`src/rtl/fetch_unit.sv`:
```
// -----------------------------------------------------------------------------
// fetch_unit
//
// Instruction fetch front end for a byte-wide CPU. It reads an opcode byte from
// memory, reads a second operand byte when the opcode MSB is set, and presents
// the instruction to the control unit until it is accepted. A redirect
// (jump/branch) flushes whatever is in flight. A read that waits too long for
// its acknowledge parks the unit in a sticky fault state until redirected.
//
// Parameters
//   BITS      data and address width
//   RESET_PC  fetch address loaded at reset
//   TIMEOUT   max consecutive cycles a read may wait for i_mem_ack
//
// Ports
//   i_clk        clock, all state changes on the rising edge
//   i_rst_n      asynchronous active-low reset
//   o_mem_addr   memory read address (internal fetch pointer)
//   o_mem_rd     read request, high only while fetching a byte
//   i_mem_data   read data, valid with i_mem_ack
//   i_mem_ack    read completion strobe (ignored when o_mem_rd=0)
//   o_opcode     fetched opcode byte
//   o_operand    fetched operand byte, 0 for one-byte instructions
//   o_valid      instruction held and presented
//   i_ready      control unit accepts the presented instruction
//   o_pc         address of the opcode byte held or being fetched
//   i_ld_pc      redirect request
//   i_pc_target  redirect address
//   o_fault      sticky memory-timeout flag
// -----------------------------------------------------------------------------
module fetch_unit #(
  parameter int unsigned     BITS     = 8,
  parameter logic [BITS-1:0] RESET_PC = '0,
  parameter int unsigned     TIMEOUT  = 15
) (
  input  logic            i_clk,
  input  logic            i_rst_n,
  output logic [BITS-1:0] o_mem_addr,
  output logic            o_mem_rd,
  input  logic [BITS-1:0] i_mem_data,
  input  logic            i_mem_ack,
  output logic [BITS-1:0] o_opcode,
  output logic [BITS-1:0] o_operand,
  output logic            o_valid,
  input  logic            i_ready,
  output logic [BITS-1:0] o_pc,
  input  logic            i_ld_pc,
  input  logic [BITS-1:0] i_pc_target,
  output logic            o_fault
);

  // Wide enough to hold TIMEOUT itself, even though it never exceeds TIMEOUT-1.
  localparam int unsigned     WAIT_W    = (TIMEOUT < 2) ? 1 : $clog2(TIMEOUT + 1);
  localparam logic [WAIT_W-1:0] WAIT_LAST = WAIT_W'(TIMEOUT - 1);

  typedef enum logic [2:0] {
    StFetchOp,
    StFetchArg,
    StHold,
    StFlush,
    StFault
  } state_e;

  state_e            r_state;
  logic [BITS-1:0]   r_ptr;
  logic [BITS-1:0]   r_pc;
  logic [BITS-1:0]   r_opcode;
  logic [BITS-1:0]   r_operand;
  logic              r_valid;
  logic              r_fault;
  logic [WAIT_W-1:0] r_wait;

  logic              w_fetching;
  logic              w_ack;
  logic              w_timeout;
  logic [BITS-1:0]   w_ptr_inc;
  logic              w_two_byte;

  // Pointer arithmetic wraps naturally modulo 2^BITS.
  assign w_ptr_inc  = r_ptr + BITS'(1);
  assign w_fetching = (r_state == StFetchOp) || (r_state == StFetchArg);
  // An ack only counts while a read is actually outstanding.
  assign w_ack      = i_mem_ack && w_fetching;
  // This no-ack cycle is the TIMEOUT-th consecutive one.
  assign w_timeout  = (r_wait == WAIT_LAST);
  assign w_two_byte = i_mem_data[BITS-1];

  always_ff @(posedge i_clk or negedge i_rst_n) begin
    if (!i_rst_n) begin
      r_state   <= StFetchOp;
      r_ptr     <= RESET_PC;
      r_pc      <= RESET_PC;
      r_opcode  <= '0;
      r_operand <= '0;
      r_valid   <= 1'b0;
      r_fault   <= 1'b0;
      r_wait    <= '0;
    end else if (i_ld_pc) begin
      // Redirect wins over ack, accept and timeout in every state.
      r_state <= StFlush;
      r_ptr   <= i_pc_target;
      r_pc    <= i_pc_target;
      r_valid <= 1'b0;
      r_fault <= 1'b0;
      r_wait  <= '0;
    end else begin
      case (r_state)
        StFetchOp: begin
          if (w_ack) begin
            r_opcode <= i_mem_data;
            r_pc     <= r_ptr;
            r_ptr    <= w_ptr_inc;
            r_wait   <= '0;
            if (w_two_byte) begin
              r_state <= StFetchArg;
            end else begin
              r_operand <= '0;
              r_valid   <= 1'b1;
              r_state   <= StHold;
            end
          end else if (w_timeout) begin
            r_state <= StFault;
            r_fault <= 1'b1;
            r_wait  <= '0;
          end else begin
            r_wait <= r_wait + WAIT_W'(1);
          end
        end

        StFetchArg: begin
          if (w_ack) begin
            r_operand <= i_mem_data;
            r_ptr     <= w_ptr_inc;
            r_wait    <= '0;
            r_valid   <= 1'b1;
            r_state   <= StHold;
          end else if (w_timeout) begin
            r_state <= StFault;
            r_fault <= 1'b1;
            r_wait  <= '0;
          end else begin
            r_wait <= r_wait + WAIT_W'(1);
          end
        end

        StHold: begin
          if (i_ready) begin
            // o_pc tracks the opcode address of the fetch that starts now.
            r_valid <= 1'b0;
            r_pc    <= r_ptr;
            r_state <= StFetchOp;
          end
        end

        StFlush: begin
          r_state <= StFetchOp;
        end

        StFault: begin
          r_state <= StFault;
        end

        default: begin
          r_state <= StFetchOp;
          r_valid <= 1'b0;
          r_wait  <= '0;
        end
      endcase
    end
  end

  // Gated by reset so no read is requested while the unit is held in reset.
  assign o_mem_rd   = i_rst_n && w_fetching;
  assign o_mem_addr = r_ptr;
  assign o_opcode   = r_opcode;
  assign o_operand  = r_operand;
  assign o_valid    = r_valid;
  assign o_pc       = r_pc;
  assign o_fault    = r_fault;

endmodule

```
`config.mk`:
```
export PLATFORM = sky130hd
export DESIGN_NAME = fetch_unit
export DESIGN_NICKNAME = d
export VERILOG_FILES = /design/src/rtl/fetch_unit.sv
export SDC_FILE = /design/constraint.sdc
export NUM_CORES = 1
export LEC_CHECK = 0
export ABC_CLOCK_PERIOD_IN_PS = 2100
export CAP_MARGIN = 25
export CELL_PAD_IN_SITES_DETAIL_PLACEMENT = 1
export CELL_PAD_IN_SITES_GLOBAL_PLACEMENT = 2
export CORE_MARGIN = 10
export CORE_UTILIZATION = 31
export CTS_BUF_LIST = sky130_fd_sc_hd__clkbuf_4
export CTS_CLUSTER_SIZE = 16
export DETAILED_ROUTE_END_ITERATION = 7
export PLACE_DENSITY_LB_ADDON = 0.1
export SLEW_MARGIN = 20
export SYNTH_ARGS = -nofsm -noshare
export SYNTH_HDL_FRONTEND = slang
export SYNTH_SLANG_ARGS = --single-unit
```
`constraint.sdc`:
```
create_clock -name i_clk -period 2.1 [get_ports i_clk]
set_input_delay 0.315 -clock i_clk [delete_from_list [all_inputs] [get_ports i_clk]]
set_output_delay 0.315 -clock i_clk [all_outputs]
set_load 0.005 [all_outputs]
```
==> flow_metrics.tcl, run 1 <==
set metrics [dict create \
    power_frac_comb 0.274 \
    r2r_start "r_state[1]" \
    drc 0 \
    drive_gt1_frac 0.179 \
    die_w_um 101 \
    post_drt_wl_per_cell_um 17.1 \
    syn_nets 217 \
    rsz0062_at_grt "false" \
    slew_headroom 0.635 \
    r2r_slack_ns 0.32 \
    drtIter0Drc 36 \
    multi_input_area_um2 925 \
    overflow 0 \
    start_util 0.322 \
    critical_path_arrival_ns 1.63 \
    holdCritPathClass "input port to async pin" \
    crit_path_start "r_state[2]" \
    finClkSkew_ns 0.0128 \
    cts_buffers 5 \
    grt_busiest_layer "met2" \
    tightest_slew_ns 0.548 \
    synth_cell_types 40 \
    outcome "completed" \
    pwr-share-clk 0.213 \
    period_share 0.925 \
    hold_violations 0 \
    met3_usage 0.0402 \
    cp.required_ns 1.78 \
    p_per_area_nw_per_um2 679 \
    die_h_um 101 \
    r2r_end "o_mem_addr[7]" \
    grt_pass1_vias 1962 \
    fmax_mhz 515 \
    swShare 0.289 \
    slowest_stage "clkdlybuf4s50_1" \
    grt_max_degree 42 \
    gp_congestion 0.743 \
    ir_drop_mv 0.322 \
    met2_usage 0.190 \
    yosys-top-cells-area "dfrtp_1 50%, mux2_2 8.8%, a221oi_1 3.8%" \
    worst_setup_path_start_kind "flop" \
    path_cells "nor2_1 > and2_1 > clkdlybuf4s50_1" \
    grt_pass1_wl_um 9870 \
    power_switching_uw 543 \
    synth_ff_type "dfrtp_1" \
    cap_violations 0 \
    cts_buffer_depth 2 \
    min_period_ns 1.94 \
    cts_tree "built" \
    cts-root-buf "clkbuf_4" \
    cp-end-kind "output pin" \
    setup.worst_path.class "flop to output pin" \
    yosys.area.top_type_share 0.500 \
    power_frac_seq 0.514 \
    yosysSeqAreaShare 0.500 \
    vias 1677 \
    cp_max_fo 6 \
    io_buffers 55 \
    yosysWarnings 0 \
    die-area_um2 10300 \
    ant_nets 0 \
    fin_util 0.434 \
    core_area_um2 6390 \
    n_antenna_cell 0 \
    cts-htree-levels 2 \
    p_int_mw 1.34 \
    yosys.area.top_type "dfrtp_1" \
    vias_per_cell 5.02 \
    antenna_found_initial 0 \
    ios 56 \
    avgSynthCellArea_um2 10.6 \
    rows 29 \
    p_leak_nw 1.21 \
    hpwl_um 4270 \
    synth_edf_count 0 \
    setup_viol 0 \
    regArea_um2 1030 \
    endpoint "o_mem_rd" \
    cts_hold_buffers 0 \
    nFillCells 721 \
    syn_area_um2 2050 \
    slowest_delay_ns 0.52 \
    grt.met1_usage 0.150 \
    synth.ff_latch_count 41 \
    routed_wirelength_um 5730 \
    dr.pass1.iters 3 \
    nNetsFinal 280 \
    synthCells 193 \
    finalMaxSlewViolations 0 \
    numClockSinks 41 \
    syn_to_final_growth_pct 35.1 \
    cts.clk_slew.worst_paths_ns 0.13 \
    synth-async-reset-ratio 1.00 \
    reg2reg_depth 6 \
    clock_latency_ns 0.35 \
    track_usage 0.119 \
    tns_ns 0 \
]
[synth_stat cells, types with 2 or more instances]
library cell and number:
nor2b_1 5, a211oi_1 3, mux2i_1 2, clkbuf_1 5, and2_1 3, a21o_1 3
buf_6 3, o21ai_0 7, nor2_1 18, and3_1 9, a21oi_1 4, nor3_1 10
nor3b_1 3, xor2_1 3, nand3_1 4, nand2b_1 2, dfrtp_1 41, mux2_2 16
a221oi_1 9, nand2_1 11, inv_1 9, ha_1 3, nand4_1 3
[worst max-delay path, delay by kind of cell (launching register included)]
kind	cells	cell delay, ns
buffers and inverters	1	0.52
DFF	1	0.48
and+or+nand+nor	2	0.27
[registers in the layout, indices dropped and copies added (netlist names)]
| signal | flops |
|---|---|
| o_mem_addr | 8 |
| o_valid | 1 |
| r_state | 3 |
| o_operand | 8 |
| o_fault | 1 |
| o_pc | 8 |
| o_opcode | 8 |
| r_wait | 4 |
[worst min-delay path by stage]
stage,startpoint,end,slack (ns),cells after the start
4_1_cts,i_rst_n,o_opcode[5],0.09,2
3_3_place_gp,o_opcode[7],o_opcode[7],0.47,2
5_1_grt,i_rst_n,o_pc[6],0.09,2
6_report,i_rst_n,r_wait[1],0.04,2
3_5_place_dp,i_rst_n,r_wait[0],0.49,2
2_1_floorplan,i_rst_n,o_fault,0.02,0
[timing repair]
item / CTS / global route
gates resized for setup: 1 / 1
endpoints found under the setup margin: 1 / 1
buffers inserted: 0 / 1
[through the flow]
| stage | hold WS, ns | setup slack [ns] | cells | power [mW] | area, um2 |
|---|---|---|---|---|---|
| 3_3_place_gp | 0.473 | 0.227 | 325 | 1.51 | 2710 |
| 4_1_cts | 0.0858 | 0.0424 | 333 | 1.92 | 2770 |
| 2_1_floorplan | 0.0194 | 0.592 | 193 | 1.18 | 2050 |
| 5_1_grt | 0.0891 | 0.0491 | 334 | 2.02 | 2770 |
| 3_5_place_dp | 0.488 | 0.198 | 325 | 1.51 | 2710 |
| 6_report | 0.0367 | 0.158 | 334 | 1.88 | 2770 |
[logic make-up after synthesis]
kind of cell | count (synthesis) | share of synthesized area
AOI/OAI and AO/OA | 32 | 0.113
xor gates and xnor gates | 4 | 0.0171
adders and majority gates | 3 | 0.0183
buffers and inverters | 20 | 0.0500
DFF | 41 | 0.500
muxes | 18 | 0.0975
and+or+nand+nor | 75 | 0.205
[routing by layer]
metal / vias to the layer above / wire, um / share of wire
met1: 834 / 2570 / 0.45
met3: 4 / 295 / 0.052
met5: - / 0 / 0
met4: 0 / 33 / 0.0058
met2: 29 / 2830 / 0.49
li1: 810 / - / -
[layout make-up]
| class | count | share of cell area |
|---|---|---|
| Sequential cell | 41 | 0.371 |
| Multi-Input combinational cell | 132 | 0.333 |
| Timing Repair Buffer | 67 | 0.229 |
| Tap cell | 77 | 0.0347 |
| Clock buffer | 5 | 0.0135 |
| Inverter | 9 | 0.0122 |
| Clock inverter | 3 | 0.00631 |
[cell usage in the layout (no fill, tap or decap), drive strengths merged, types with 7 or more instances in the layout]
| cell type | instances |
|---|---|
| inv | 9 |
| a221oi | 9 |
| nor2 | 19 |
| buf | 13 |
| clkdlybuf4s50 | 54 |
| mux2 | 16 |
| and3 | 9 |
| nor3 | 11 |
| dfrtp | 41 |
| o21ai | 7 |
| nand2 | 11 |
[power by group through the flow]
stage,Sequential [mW],Combinational [mW],Clock [mW]
final,0.967,0.515,0.401
after global routing,0.986,0.574,0.455
after CTS,0.975,0.524,0.424
after detailed placement,0.988,0.522,0
after global placement,0.988,0.518,0
after floorplan,0.978,0.200,0
Note: power is estimated with default switching activity, not from simulation.
==> inputs of run 2 (changes only) <==
- ABC_CLOCK_PERIOD_IN_PS: 2100 -> 1600
- CORE_UTILIZATION: 31 -> 28
- clock period: 2.1 -> 1.6 ns (I/O delays scaled with it)
==> run 2 against run 1 <==
Sequential power is 29% higher. Power is 45% higher. Sequential share of layout area is 3.1 points lower. Die area is 8.5% higher. Largest power group unchanged. Highest routed layer unchanged.
==> flow_metrics.tcl, run 2 (synthesis results as in run 1) <==
set metrics [dict create \
    outcome "completed" \
    ios 56 \
    rows 31 \
    swShare 0.278 \
    post_drt_wl_per_cell_um 15.8 \
    p_total_mw 2.73 \
    final_cell_mix "49 x clkdlybuf4s50_1, 39 x dfrtp_1, 27 x buf_4" \
    finClkSkew_ns 0.0181 \
    vias 1741 \
    holdCritPathClass "input port to flop" \
    drc 0 \
    tightest_slew_ns 0.550 \
    hold_violations 0 \
    power_frac_seq 0.457 \
    path_delay_family "simple AND/OR/NAND/NOR gates" \
    p_per_area_nw_per_um2 903 \
    overflow 0 \
    dr.pass1.iters 4 \
    antenna_found_initial 0 \
    drtIter0Drc 48 \
    fin_util 0.422 \
    p_leak_nw 1.35 \
    fmax_mhz 641 \
    vias_per_cell 4.64 \
    layout_commonest_cell "clkdlybuf4s50_1" \
    slowest_stage "dfrtp_1" \
    track_usage 0.111 \
    ir_drop_mv 0.340 \
    crit_path_start "r_state[2]" \
    die_w_um 106 \
    cp-end-kind "flop" \
    cts-htree-levels 2 \
    core_area_um2 7180 \
    drive_gt1_frac 0.250 \
    syn_to_final_growth_pct 47.4 \
    place_area_um2 2860 \
    p_int_mw 1.97 \
    start_util 0.286 \
    setup.worst_path.class "flop to flop" \
    finalMaxSlewViolations 0 \
    slowest_delay_ns 0.42 \
    io_buffers 55 \
    nNetsFinal 299 \
    period_share 0.975 \
    cp.required_ns 1.88 \
    grt_pass1_vias 1953 \
    numClockSinks 41 \
    grt_pass1_wl_um 10100 \
    cts_buffer_depth 2 \
    power_switching_uw 759 \
    setup_viol 0 \
    gp_congestion 0.742 \
    grt_max_degree 42 \
    die-area_um2 11200 \
    r2r_start "r_state[2]" \
    stdcell_area_um2 3030 \
    nFillCells 821 \
    n_antenna_cell 0 \
    hp-start "i_pc_target[2]" \
    cts-root-buf "clkbuf_4" \
    ant_nets 0 \
    routed_wirelength_um 5910 \
    power_frac_comb 0.279 \
    slew_headroom 0.633 \
    cts.clk_slew.worst_paths_ns 0.14 \
    path_cells "buf_6 > nor3b_4 > nand4_1 > xnor2_1 > mux2_4" \
    cts_buffers 5 \
    clock_latency_ns 0.37 \
    pwr-share-clk 0.263 \
    cap_violations 0 \
    critical_path_arrival_ns 1.84 \
    hpwl_um 4250 \
    die_h_um 106 \
    cp_num_buf_inv 1 \
    cts_tree "built" \
    worst_setup_path_start_kind "flop" \
    rsz0062_at_grt "true" \
    min_period_ns 1.56 \
    cp_max_fo 10 \
]
==> run 2: cell count changes in the layout (fill, tap and decap cells not counted), sizes merged <==
cell / before / now
buf: 13 / 31
clkdlybuf4s50: 54 / 49
dlymetal6s2s: 0 / 4
bufinv: 0 / 1
clkbuf: 5 / 6
clkinv: 2 / 1
dlygate4sd3: 0 / 1
==> run 2: cell type report <==
| cell class | instances | area, um2 | share of cell area |
|---|---|---|---|
| sequential | 41 | 1030 | 0.340 |
| inverter | 9 | 33.8 | 0.0112 |
| tap | 99 | 124 | 0.0409 |
| clock inverter | 3 | 46.3 | 0.0153 |
| timing repair buffer | 86 | 806 | 0.266 |
| multi-input combinational | 132 | 951 | 0.314 |
| clock buffer | 5 | 37.5 | 0.0124 |
==> run 2: stage by stage <==
step           instances  setup TNS, ns  hold slack, ns  worst slack (ns)
2_1_floorplan        193              0         -0.0556            0.0924
3_3_place_gp         359          -5.43           0.416            -0.216
3_5_place_dp         359          -5.92           0.421            -0.241
4_1_cts              377        -0.0222           0.420           -0.0222
5_1_grt              375         -0.113           0.443           -0.0532
6_report             375              0           0.429            0.0407
==> run 2: power groups by stage <==
| stage | Combinational, mW | Sequential, mW | Clock (mW) |
|---|---|---|---|
| after global placement | 0.723 | 1.28 | 0 |
| after global routing | 0.846 | 1.27 | 0.786 |
| after detailed placement | 0.729 | 1.29 | 0 |
| after CTS | 0.795 | 1.25 | 0.751 |
| after floorplan | 0.263 | 1.28 | 0 |
| final | 0.763 | 1.25 | 0.719 |
==> run 2: layer usage <==
layer	share of wire	track usage	vias up
met1	0.45	0.138	858
met5	0	0	-
li1	-	-	849
met4	0.011	0.0377	0
met3	0.058	0.0408	7
met2	0.48	0.175	27
==> run 2: timing repair <==
item,in CTS,in global routing
resized for setup,7,11
hold buffers,1,0
pin swaps,0,5
buffers inserted,9,0
endpoints found under the setup margin,8,38
endpoints found under the hold margin,5,0
==> run 2: path summary, 6_finish.rpt <==
kind | endpoint | slack (ns) | cells past startpoint
setup / recovery | o_mem_addr[7] | 0.04 | 5
hold / removal | o_mem_addr[2] | 0.43 | 3
setup reg to reg | o_mem_addr[7] | 0.04 | 5
hold reg to reg | r_wait[3] | 0.50 | 1
max in group asynchronous | o_mem_addr[2] | 0.70 | 3
min in group asynchronous | r_wait[0] | 0.51 | 3
==> run 2: worst reg2reg max path, cell delays in order, from the launching register on <==
cell and delay [ns]:
dfrtp_1 0.42, buf_6 0.16, nor3b_4 0.31, nand4_1 0.15
xnor2_1 0.16, mux2_4 0.27
==> inputs of run 3 (changes only) <==
- ABC_CLOCK_PERIOD_IN_PS: 1600 -> 1700
- CORE_UTILIZATION: 28 -> 31
- clock period: 1.6 -> 1.7 ns (I/O delays scaled with it)
==> run 3 against run 2 <==
Global-route usage is 0.81 points higher. Count of clock-buffer cells in the layout is 1 higher. Combinational power is 12% lower. Die area is 7.9% lower. Sequential share of layout area is 2.0 points higher. Setup slack better by 0.030 ns. Clock power is 33% lower. Critical path depth stayed put. Critical endpoint unchanged. Largest cell class unchanged. Largest power group unchanged.
==> flow_metrics.tcl, run 3 (synthesis results as in run 1) <==
set metrics [dict create \
    outcome "completed" \
    routed_wirelength_um 6120 \
    die_h_um 101 \
    cts.clk_slew.worst_paths_ns 0.12 \
    dr.pass1.iters 4 \
    vias_per_cell 5.01 \
    post_drt_wl_per_cell_um 17.9 \
    cp-end-kind "flop" \
    track_usage 0.119 \
    rsz0062_at_grt "false" \
    overflow 0 \
    tightest_slew_ns 0.544 \
    ant_nets 0 \
    hold_violations 0 \
    drtIter0Drc 33 \
    ios 56 \
    cts-htree-levels 2 \
    setup_viol 0 \
    cp_num_buf_inv 1 \
    critical_path_arrival_ns 1.88 \
    ir_drop_mv 0.355 \
    min_period_ns 1.63 \
    rows 29 \
    final_cell_mix "53 x clkdlybuf4s50_1, 38 x dfrtp_1, 18 x buf_4" \
    p_leak_nw 1.25 \
    fin_ws_ns 0.0707 \
    cts-root-buf "clkbuf_4" \
    path_delay_family "simple AND/OR/NAND/NOR gates" \
    cp_max_fo 7 \
    start_util 0.322 \
    cts_buffers 5 \
    finalMaxSlewViolations 0 \
    holdCritPathClass "input port to async pin" \
    n_antenna_cell 0 \
    die-area_um2 10300 \
    slew_headroom 0.637 \
    die_w_um 101 \
    holdWs_ns 0.0176 \
    place_ws_ns -0.122 \
    setup.worst_path.class "flop to flop" \
    cap_violations 0 \
    nFillCells 720 \
    fmax_mhz 614 \
    grt_pass1_wl_um 9960 \
    slowest_delay_ns 0.45 \
    path_cells "buf_4 > nor3b_4 > nand4_1 > xnor2_1 > mux2_2" \
    cp.required_ns 1.95 \
    cts_tree "built" \
    cts_buffer_depth 2 \
    hpwl_um 4410 \
    antenna_found_initial 0 \
    nNetsFinal 288 \
    gp_congestion 0.686 \
    io_buffers 55 \
    grt_pass1_vias 1914 \
    period_share 0.958 \
    finClkSkew_ns 0.00734 \
    drc 0 \
    slowest_stage "dfrtp_2" \
    numClockSinks 41 \
    drive_gt1_frac 0.212 \
    grt_max_degree 42 \
    layout_commonest_cell "clkdlybuf4s50_1" \
    syn_to_final_growth_pct 39.4 \
    core_area_um2 6390 \
    worst_setup_path_start_kind "flop" \
    vias 1710 \
    clock_latency_ns 0.34 \
    p_per_area_nw_per_um2 820 \
]
run 3: cell count changes in the layout (fill, tap and decap cells not counted), moves of 2 or more:
cell | before | now
buf_4 | 27 | 18
buf_6 | 2 | 0
dlymetal6s2s_1 | 4 | 0
clkdlybuf4s50_1 | 49 | 53
run 3: per-layer routing:
layer  up-vias  share of wire  global-route usage  wire, um
met2        31           0.49               0.194      3010
met3         3          0.048              0.0374       295
li1        821              -                   -         -
met5         -              0                   0         0
met4         0         0.0046              0.0289        28
met1       855           0.46               0.150      2790
run 3: power breakdown:
group          switching [mW]  internal [mW]
Clock                   0.314          0.167
Sequential             0.0945           1.10
Combinational           0.255          0.414
Total                   0.663           1.68
run 3: cell type report:
cell class                      count  area, um2  share of cell area
Clock buffer                        6       45.0              0.0157
Clock inverter                      1       3.75             0.00131
Inverter                            9       33.8              0.0118
Multi-Input combinational cell    133        953               0.333
Sequential cell                    41       1030               0.360
Tap cell                           77       96.3              0.0337
Timing Repair Buffer               74        699               0.244
run 3: through the flow:
stage | cell area (um2) | setup TNS [ns] | cells | util | power (mW)
5_1_grt | 2860 | 0 | 341 | 0.448 | 2.51
2_1_floorplan | 2050 | 0 | 193 | - | 1.46
4_1_cts | 2820 | 0 | 339 | 0.442 | 2.39
3_3_place_gp | 2770 | -1.36 | 331 | 0.433 | 1.88
3_5_place_dp | 2770 | -2.27 | 331 | 0.433 | 1.88
6_report | 2860 | 0 | 341 | 0.448 | 2.35
run 3: worst paths after layout:
path                                 end  slack (ns)  cells past startpoint      startpoint
setup / recovery           o_mem_addr[7]        0.07                      5      r_state[1]
hold / removal                 r_wait[2]        0.02                      2         i_rst_n
setup reg to reg           o_mem_addr[7]        0.07                      5      r_state[1]
hold reg to reg              o_opcode[7]        0.51                      2     o_opcode[7]
max in group asynchronous     r_state[1]        1.27                      2         i_rst_n
min in group i_clk         o_mem_addr[2]        0.48                      3  i_pc_target[2]
run 3: what timing repair did:
item | in CTS | in global routing
hold endpoints to repair | 0 | 0
resized for setup | 2 | 7
setup buffers | 1 | 1
cloned | 0 | 1
endpoints found under the setup margin | 1 | 9
hold buffers | 0 | 0
pin swaps | 0 | 1
